`config.mk`:
```
export PLATFORM = sky130hd
export DESIGN_NAME = lob_msg_dispatcher
export DESIGN_NICKNAME = d
export VERILOG_FILES = /design/src/rtl/lob_msg_dispatcher.sv
export SDC_FILE = /design/constraint.sdc
export NUM_CORES = 1
export LEC_CHECK = 0
export CAP_MARGIN = 20
export CORE_MARGIN = 3
export CORE_UTILIZATION = 40
export CTS_CLUSTER_SIZE = 30
export DETAILED_ROUTE_END_ITERATION = 7
export PLACE_DENSITY_LB_ADDON = 0.08
export SYNTH_ARGS = -nofsm -noshare
export SYNTH_HDL_FRONTEND = slang
export SYNTH_SLANG_ARGS = --single-unit
```
`constraint.sdc`:
```
create_clock -name clk -period 12.55 [get_ports clk]
set_clock_uncertainty 0.15 [all_clocks]
set_input_delay 3.1375 -clock clk [delete_from_list [all_inputs] [get_ports clk]]
set_output_delay 3.1375 -clock clk [all_outputs]
set_load 0.005 [all_outputs]
```
`src/rtl/lob_msg_dispatcher.sv`:
```
// lob_msg_dispatcher
//
// Upstream feeder for the limit order book core. Order messages are queued
// in a small FIFO, issued one at a time to the book core over its
// start/busy handshake, and each 16-bit result is returned over a
// valid/ready handshake. Illegal message types (6, 7) never reach the book
// core, and a book core that stalls in either handshake phase is abandoned
// after TIMEOUT cycles with an error result.
//
// Ports:
//   clk, rst          clock and synchronous active-high reset
//   in_valid/in_ready message input handshake (in_ready = FIFO not full)
//   in_type/side/id/size/limit   message fields
//   lob_start         one-cycle start pulse to the book core
//   lob_type/side/id/size/limit  held message fields to the book core
//   lob_busy, lob_out book core status and result
//   res_valid/res_ready          result handshake
//   res_type/id/data/err         completed message type, id, value, error flag
//   fifo_count        current FIFO occupancy
module lob_msg_dispatcher #(
    parameter int DEPTH   = 8,
    parameter int AW      = 3,
    parameter int TIMEOUT = 1024
) (
    input  logic            clk,
    input  logic            rst,
    input  logic            in_valid,
    output logic            in_ready,
    input  logic [2:0]      in_type,
    input  logic            in_side,
    input  logic [15:0]     in_id,
    input  logic [15:0]     in_size,
    input  logic [15:0]     in_limit,
    output logic            lob_start,
    output logic [2:0]      lob_type,
    output logic            lob_side,
    output logic [15:0]     lob_id,
    output logic [15:0]     lob_size,
    output logic [15:0]     lob_limit,
    input  logic            lob_busy,
    input  logic [15:0]     lob_out,
    output logic            res_valid,
    input  logic            res_ready,
    output logic [2:0]      res_type,
    output logic [15:0]     res_id,
    output logic [15:0]     res_data,
    output logic            res_err,
    output logic [AW:0]     fifo_count
);

    localparam logic [2:0] S_IDLE      = 3'd0;
    localparam logic [2:0] S_ISSUE     = 3'd1;
    localparam logic [2:0] S_WAIT_BUSY = 3'd2;
    localparam logic [2:0] S_WAIT_DONE = 3'd3;
    localparam logic [2:0] S_RESULT    = 3'd4;
    localparam logic [2:0] S_GAP       = 3'd5;

    localparam logic [AW:0]   FULL_COUNT = (AW+1)'(DEPTH);
    localparam logic [AW-1:0] PTR_ONE    = AW'(1);
    localparam logic [AW:0]   COUNT_ONE  = (AW+1)'(1);
    localparam logic [15:0]   TIMER_LAST = 16'(TIMEOUT - 1);

    // FIFO storage, entry layout {type[51:49], side[48], id[47:32], size[31:16], limit[15:0]}
    logic [51:0]   mem [DEPTH];
    logic [AW-1:0] wr_ptr;
    logic [AW-1:0] rd_ptr;
    logic [AW:0]   count;
    logic [51:0]   head;
    logic          push;
    logic          pop;

    logic [2:0]    state;
    logic [15:0]   timer;
    logic [15:0]   timer_inc;

    logic [2:0]    hold_type;
    logic          hold_side;
    logic [15:0]   hold_id;
    logic [15:0]   hold_size;
    logic [15:0]   hold_limit;

    assign in_ready   = (count != FULL_COUNT);
    assign push       = in_valid && in_ready;
    assign pop        = (state == S_IDLE) && (count != '0);
    assign head       = mem[rd_ptr];
    assign fifo_count = count;

    // The timer saturates so a very large TIMEOUT can never wrap it back to zero.
    assign timer_inc  = (timer == 16'hFFFF) ? timer : timer + 16'd1;

    assign lob_start  = (state == S_ISSUE);
    assign res_valid  = (state == S_RESULT);

    assign lob_type   = hold_type;
    assign lob_side   = hold_side;
    assign lob_id     = hold_id;
    assign lob_size   = hold_size;
    assign lob_limit  = hold_limit;
    assign res_type   = hold_type;
    assign res_id     = hold_id;

    // Storage array needs no reset; the pointers and count define what is valid.
    always_ff @(posedge clk) begin
        if (push) begin
            mem[wr_ptr] <= {in_type, in_side, in_id, in_size, in_limit};
        end
    end

    // Pointers wrap naturally because DEPTH is a power of two.
    always_ff @(posedge clk) begin
        if (rst) begin
            wr_ptr <= '0;
            rd_ptr <= '0;
            count  <= '0;
        end else begin
            if (push) begin
                wr_ptr <= wr_ptr + PTR_ONE;
            end
            if (pop) begin
                rd_ptr <= rd_ptr + PTR_ONE;
            end
            case ({push, pop})
                2'b10:   count <= count + COUNT_ONE;
                2'b01:   count <= count - COUNT_ONE;
                default: count <= count;
            endcase
        end
    end

    // Dispatch FSM. The timer is cleared on every transition so each wait
    // phase gets its own full TIMEOUT budget.
    always_ff @(posedge clk) begin
        if (rst) begin
            state      <= S_IDLE;
            timer      <= '0;
            hold_type  <= '0;
            hold_side  <= 1'b0;
            hold_id    <= '0;
            hold_size  <= '0;
            hold_limit <= '0;
            res_data   <= '0;
            res_err    <= 1'b0;
        end else begin
            case (state)
                S_IDLE: begin
                    if (pop) begin
                        {hold_type, hold_side, hold_id, hold_size, hold_limit} <= head;
                        timer <= '0;
                        // Types 6 and 7 are answered locally and never reach the book core.
                        if (head[51:49] > 3'd5) begin
                            state    <= S_RESULT;
                            res_err  <= 1'b1;
                            res_data <= 16'h0000;
                        end else begin
                            state <= S_ISSUE;
                        end
                    end
                end
                S_ISSUE: begin
                    timer <= '0;
                    state <= S_WAIT_BUSY;
                end
                S_WAIT_BUSY: begin
                    if (lob_busy) begin
                        timer <= '0;
                        state <= S_WAIT_DONE;
                    end else if (timer == TIMER_LAST) begin
                        timer    <= '0;
                        res_err  <= 1'b1;
                        res_data <= 16'hFFFF;
                        state    <= S_RESULT;
                    end else begin
                        timer <= timer_inc;
                    end
                end
                S_WAIT_DONE: begin
                    if (!lob_busy) begin
                        timer    <= '0;
                        res_err  <= 1'b0;
                        res_data <= lob_out;
                        state    <= S_RESULT;
                    end else if (timer == TIMER_LAST) begin
                        timer    <= '0;
                        res_err  <= 1'b1;
                        res_data <= 16'hFFFF;
                        state    <= S_RESULT;
                    end else begin
                        timer <= timer_inc;
                    end
                end
                S_RESULT: begin
                    if (res_ready) begin
                        timer <= '0;
                        state <= S_GAP;
                    end
                end
                S_GAP: begin
                    // One spare cycle lets the book core settle back to idle.
                    timer <= '0;
                    state <= S_IDLE;
                end
                default: begin
                    timer <= '0;
                    state <= S_IDLE;
                end
            endcase
        end
    end

endmodule

```
==> impl_metrics.yaml, run 1 <==
run_status:
  status: "complete, no violations"
floorplan:
  io_pins: 168
  rows: 80
  core-area_mm2: 0.04815
  fp.dieH_um: 227.6
  die_x_um: 227.6
  dieArea_mm2: 0.05182
  start_util: 0.4081
yosys:
  synth_top_family_by_area: "multiplexers"
  syn_inst: 1054
  yosys.area_share.simple: 0.04120
  muxShareOfSynthArea: 0.1462
  synth_largest_area_cell: "edfxtp_1"
  yosysMostFrequentCell: "edfxtp_1"
  yosysTopAreaCellShare: 0.6358
  synth_area_leaders: "edfxtp_1 64%, mux4_2 12%, dfxtp_1 10%"
  yosys_register_bits: 517
  syn_nets: 1134
  synthArstFlopShare: 0
  synth_fa_ha_area_frac: 0.004840
  synth-edff-count: 416
  seq_area_frac_synth: 0.7387
  ys_types: 52
  syn_avg_cell_area_um2: 18.64
  synthesis.area_mm2: 0.01965
  synthFlopType: "edfxtp_1"
  synth_commonest_cells: "416 x edfxtp_1, 104 x mux4_2, 101 x dfxtp_1"
  yosys.area_share.xor_xnor: 0.007132
  synth-compound-area-share: 0.04127
  yosys_warnings: 0
final_layout:
  seq_area_mm2: 0.01453
  drive_gt1_frac: 0.1916
  fill_cells: 4049
  postLayoutCellArea_mm2: 0.02376
  final_cells: 1920
  finalNetCount: 1296
  area_delta_synth_final_pct: 20.91
  multi_input_area_mm2: 0.004783
  finalCoreUtilization: 0.4934
setup_path:
  worstSetupPathType: "input pin to register"
  cp_max_fo: 35
  crit_chain: "clkdlybuf4s50_1 > nand2_1 > or2_2 > nor2_4 > buf_4"
  slowest_stage: "buf_4"
  crit_buf_inv: 2
  slowest_delay_ps: 670
  critPathTopFamily: "buffers and inverters"
  worstPathArrival_ps: 5490
  worst_setup_path_end_kind: "register"
  required_ps: 12620
  start_kind: "input pin"
cts:
  cts_setup_buffers: 0
  htree_levels: 2
  cts_buffers: 55
  cts_sinks: 517
  cts_root_buf: "clkbuf_16"
  clkLatencyLatePin_ps: 590
  cts_tree: "done"
  cts_hold_buf: 0
  clk_path_buf_depth: 3
  cts_resized: 0
  clkTransAtPathRegs_ps: 60
sta:
  fin_crit_sh: 0.4321
  fin_tns_setup_ps: 0
  setup_violations: 0
  max_freq_ghz: 0.1844
  drv_slew: 0
  fin_crit_ps: 5422
  worstMarginPinSlew_ps: 1055
  hold_viol: 0
  rsz0062_at_grt: "no"
  maxSlewHeadroom: 0.2941
power_and_ir_drop:
  leakage_nw: 7.462
  powerDensity_mw_per_mm2: 199.0
  total_power_mw: 4.727
  max-vdd-ir-drop_mv: 0.1196
grt:
  grt_max_degree: 59
  grt-ovfl-total: 0
  antenna_found_initial: 2
  grtUsageTotal: 0.1610
  grt_pass1_wl_um: 63160
  grt_pass1_vias: 10332
routing:
  firstDrtPassIters: 5
  wire_per_inst_um: 21.40
  dr_total_vias: 9919
  ant_nets: 0
  viasPerCell: 5.166
  drt_iter0_markers: 647
  routed_wl_um: 41080
  drt_drc_violations_left: 0
job:
  cap_violations: 0
min_path:
  hold_class: "register to register"
placed_design:
  dpl.cell_count: 1815
  portBuffers: 167
  dpl_cell_area_mm2: 0.02193
  hpwl_um: 23010
  place_congestion: 0.7369
tightest hold or removal path: stages, from the launching register on:
cell,delay (ps)
dfxtp_1,310
nand2_1,50
a21oi_1,60
cell families (layout without fill, tap and decap cells):
| group | count (synthesis) | in the layout |
|---|---|---|
| AOI/OAI and AO/OA | 103 | 103 |
| buffers and inverters | 83 | 292 |
| xor gates and xnor gates | 16 | 16 |
| adders and majority gates | 7 | 7 |
| DFF | 517 | 517 |
| muxes | 157 | 157 |
| and+or+nand+nor | 171 | 171 |
| other | 0 | 1 |
layer usage:
metal	vias to the layer above	global-route usage	part of all wire
met5	-	0	0.00032
met4	2	0.04777	0.017
met3	55	0.02877	0.047
met2	223	0.2542	0.47
met1	5080	0.2315	0.47
li1	4559	-	-
cells in the final DEF, fill, tap and decap left out, types with 5 or more instances in the layout:
master and n:
clkdlybuf4s50_1 166, mux2i_1 53, nand4_1 5, clkbuf_1 9, xor2_1 13, nand2_1 24
clkbuf_8 6, ha_1 6, a21oi_1 16, nor2_4 6, nor2_1 82, dfxtp_1 98
clkinv_1 6, a211oi_1 52, edfxtp_1 416, nor3_1 5, o221a_2 16, nand3_1 14
clkbuf_16 57, clkinv_2 15, buf_4 14, inv_1 5, mux4_2 104
flip-flops by register name (all words and copies together) (netlist names), named ones only:
register    flops
mem           416
fifo_count      4
timer          16
rd_ptr          3
lob_side        1
lob_size       16
state           3
lob_limit      16
lob_type        3
res_err         1
wr_ptr          3
res_data       16
lob_id         16
metrics by stage:
stage / hold slack [ps] / setup WS [ps]
final: 327.7 / 7128
after floorplan: 304.1 / 4788
after CTS: 329.4 / 7081
after detailed placement: 318.3 / 6461
after global routing: 366.1 / 6979
after global placement: 315.4 / 6475
power breakdown:
group,switching (mW),internal (mW),leakage [nW]
Clock,0.651,0.949,0.897
Combinational,0.537,0.483,1.96
Sequential,0.0999,2.01,4.61
Total,1.29,3.44,7.46
final timing paths:
check	startpoint	to	slack, ps	cells after the start
min	rd_ptr[1]$_SDFFE_PP0P_	register	330	2
max reg2reg	register	res_data[15]$_SDFFE_PP0P_	8540	6
min reg2reg	rd_ptr[1]$_SDFFE_PP0P_	register	330	2
max	in_valid	mem[6][19]$_DFFE_PP_	7130	5
area by class of cell:
type                    instances  area share
flip-flops and latches        517      0.6114
multi-input cells             454      0.2013
repair buffers                181     0.07458
clock buffers                  72     0.06494
well taps                     656     0.03455
clock inverters                32     0.01185
inverters                       7    0.001211
diodes                          1   0.0001053
(Power assumes the default switching activity.)
==> run 2, diff against run 1 <==
- clock period: 12.55 -> 4.6 ns (I/O delays scaled with it)
==> impl_metrics.yaml, run 2 (synthesis gave the netlist of run 1 again) <==
run_status:
  status: "complete, no violations"
grt:
  antenna_found_initial: 2
  grt.met2_usage: 0.2661
  grt-ovfl-total: 0
  grt_pass1_wl_um: 63900
  grt_max_degree: 60
  grtUsageMet1: 0.2308
  met3_usage: 0.02967
  grtUsageTotal: 0.1640
  busiest_layer: "met2"
  grt_pass1_vias: 10421
sta:
  max_freq_ghz: 0.2979
  setup_violations: 0
  drv_slew: 0
  fin_tns_setup_ps: 0
  worstMarginPinSlew_ps: 1059
  fin_crit_ps: 3357
  maxSlewHeadroom: 0.2911
  fin_crit_sh: 0.7298
  hold_viol: 0
  rsz0062_at_grt: "no"
placed_design:
  portBuffers: 167
  dpl_cell_area_mm2: 0.02210
  hpwl_um: 23520
  place_congestion: 0.7421
cts:
  cts_buffers: 54
  cts_setup_buffers: 0
  clkLatencyLatePin_ps: 590
  cts_root_buf: "clkbuf_16"
  cts_hold_buf: 0
  cts_resized: 0
  clk_path_buf_depth: 3
  clkTransAtPathRegs_ps: 60
  htree_levels: 2
  cts_tree: "done"
  cts_sinks: 517
min_path:
  hold_class: "register to register"
  hp-start: "rd_ptr[1]$_SDFFE_PP0P_"
  min_path_cells: 2
floorplan:
  io_pins: 168
  rows: 80
  dieArea_mm2: 0.05182
  fp.dieH_um: 227.6
  start_util: 0.4081
  die_x_um: 227.6
  core-area_mm2: 0.04815
setup_path:
  rrSetupSlack_ps: 1420
  ff2ff_path_depth: 5
  cp_max_fo: 11
  worst_setup_path_end_kind: "primary output"
  worstSetupStartpoint: "state[0]$_SDFFE_PP0P_"
  required_ps: 3300
  reg2reg_to: "res_data[12]$_SDFFE_PP0P_"
  start_kind: "register"
  worstSetupPathType: "register to primary output"
  worstPathArrival_ps: 2060
power_and_ir_drop:
  max-vdd-ir-drop_mv: 0.3349
  powerDensity_mw_per_mm2: 536.8
  leakage_nw: 7.467
final_layout:
  seq_area_mm2: 0.01453
  multi_input_area_mm2: 0.004796
  area_delta_synth_final_pct: 21.25
  regMostFlops: "mem"
  fill_cells: 3974
  final_common_cell: "edfxtp_1"
  antenna_cells: 0
  postLayoutCellArea_mm2: 0.02382
  largest_reg_flops: 416
  layout_common_cells: "416 x edfxtp_1, 166 x clkdlybuf4s50_1, 104 x mux4_2"
  finalNetCount: 1304
  drive_gt1_frac: 0.1885
routing:
  firstDrtPassIters: 5
  drt_drc_violations_left: 0
  viasPerCell: 5.203
  wire_per_inst_um: 21.65
  routed_wl_um: 41660
  dr_total_vias: 10010
  ant_nets: 0
  drt_iter0_markers: 586
job:
  cap_violations: 0
## run 2: cell count changes in the layout (fill, tap and decap cells not counted), moves of 3 or more
cell / previous run / this run
buf_12: 0 / 7
clkbuf_1: 9 / 18
clkbuf_8: 6 / 9
clkinv_2: 15 / 7
## run 2: how the worst max path moves through the flow
stage | to | slack [ps] | depth (start not counted)
after detailed placement | mem[7][17]$_DFFE_PP_ | 1100 | 4
after global placement | mem[6][16]$_DFFE_PP_ | 1130 | 5
after CTS | res_valid | 1210 | 3
final | res_valid | 1240 | 3
after floorplan | mem[4][0]$_DFFE_PP_ | 230 | 3
after global routing | fifo_count[3]$_SDFFE_PP0P_ | 1120 | 10
## run 2: worst max-delay path, stage by stage (launching register included)
cell and delay (ps):
dfxtp_1 410, nor2_1 350, and2_1 210, clkdlybuf4s50_1 510
## run 2: per-layer routing
| layer | vias up | share of wire |
|---|---|---|
| li1 | 4566 | - |
| met1 | 5144 | 0.45 |
| met2 | 227 | 0.48 |
| met3 | 69 | 0.049 |
| met4 | 4 | 0.020 |
| met5 | - | 0.00055 |
## run 2: cell type report
class	instances	share of cell area
inverter	7	0.001208
clock inverter	18	0.006618
tap	656	0.03445
multi-input combinational	454	0.2013
clock buffer	82	0.06581
timing repair buffer	190	0.08088
sequential	517	0.6097
## run 2: where the power goes
group	internal [mW]	total, mW	switching (mW)
clock network	2.46	4.20	1.74
registers	5.47	5.74	0.266
logic	1.36	2.85	1.49
## run 2: per-stage QoR
step	cells	utilization	setup WS (ps)	hold slack (ps)	total power, mW
2_1_floorplan	1054	-	226.0	304.1	7.653
3_3_place_gp	1824	0.4590	1132	323.2	8.729
3_5_place_dp	1824	0.4590	1096	320.4	8.768
4_1_cts	1924	0.4948	1213	329.8	13.02
5_1_grt	1924	0.4948	1116	363.0	13.53
6_report	1924	0.4948	1243	324.4	12.79
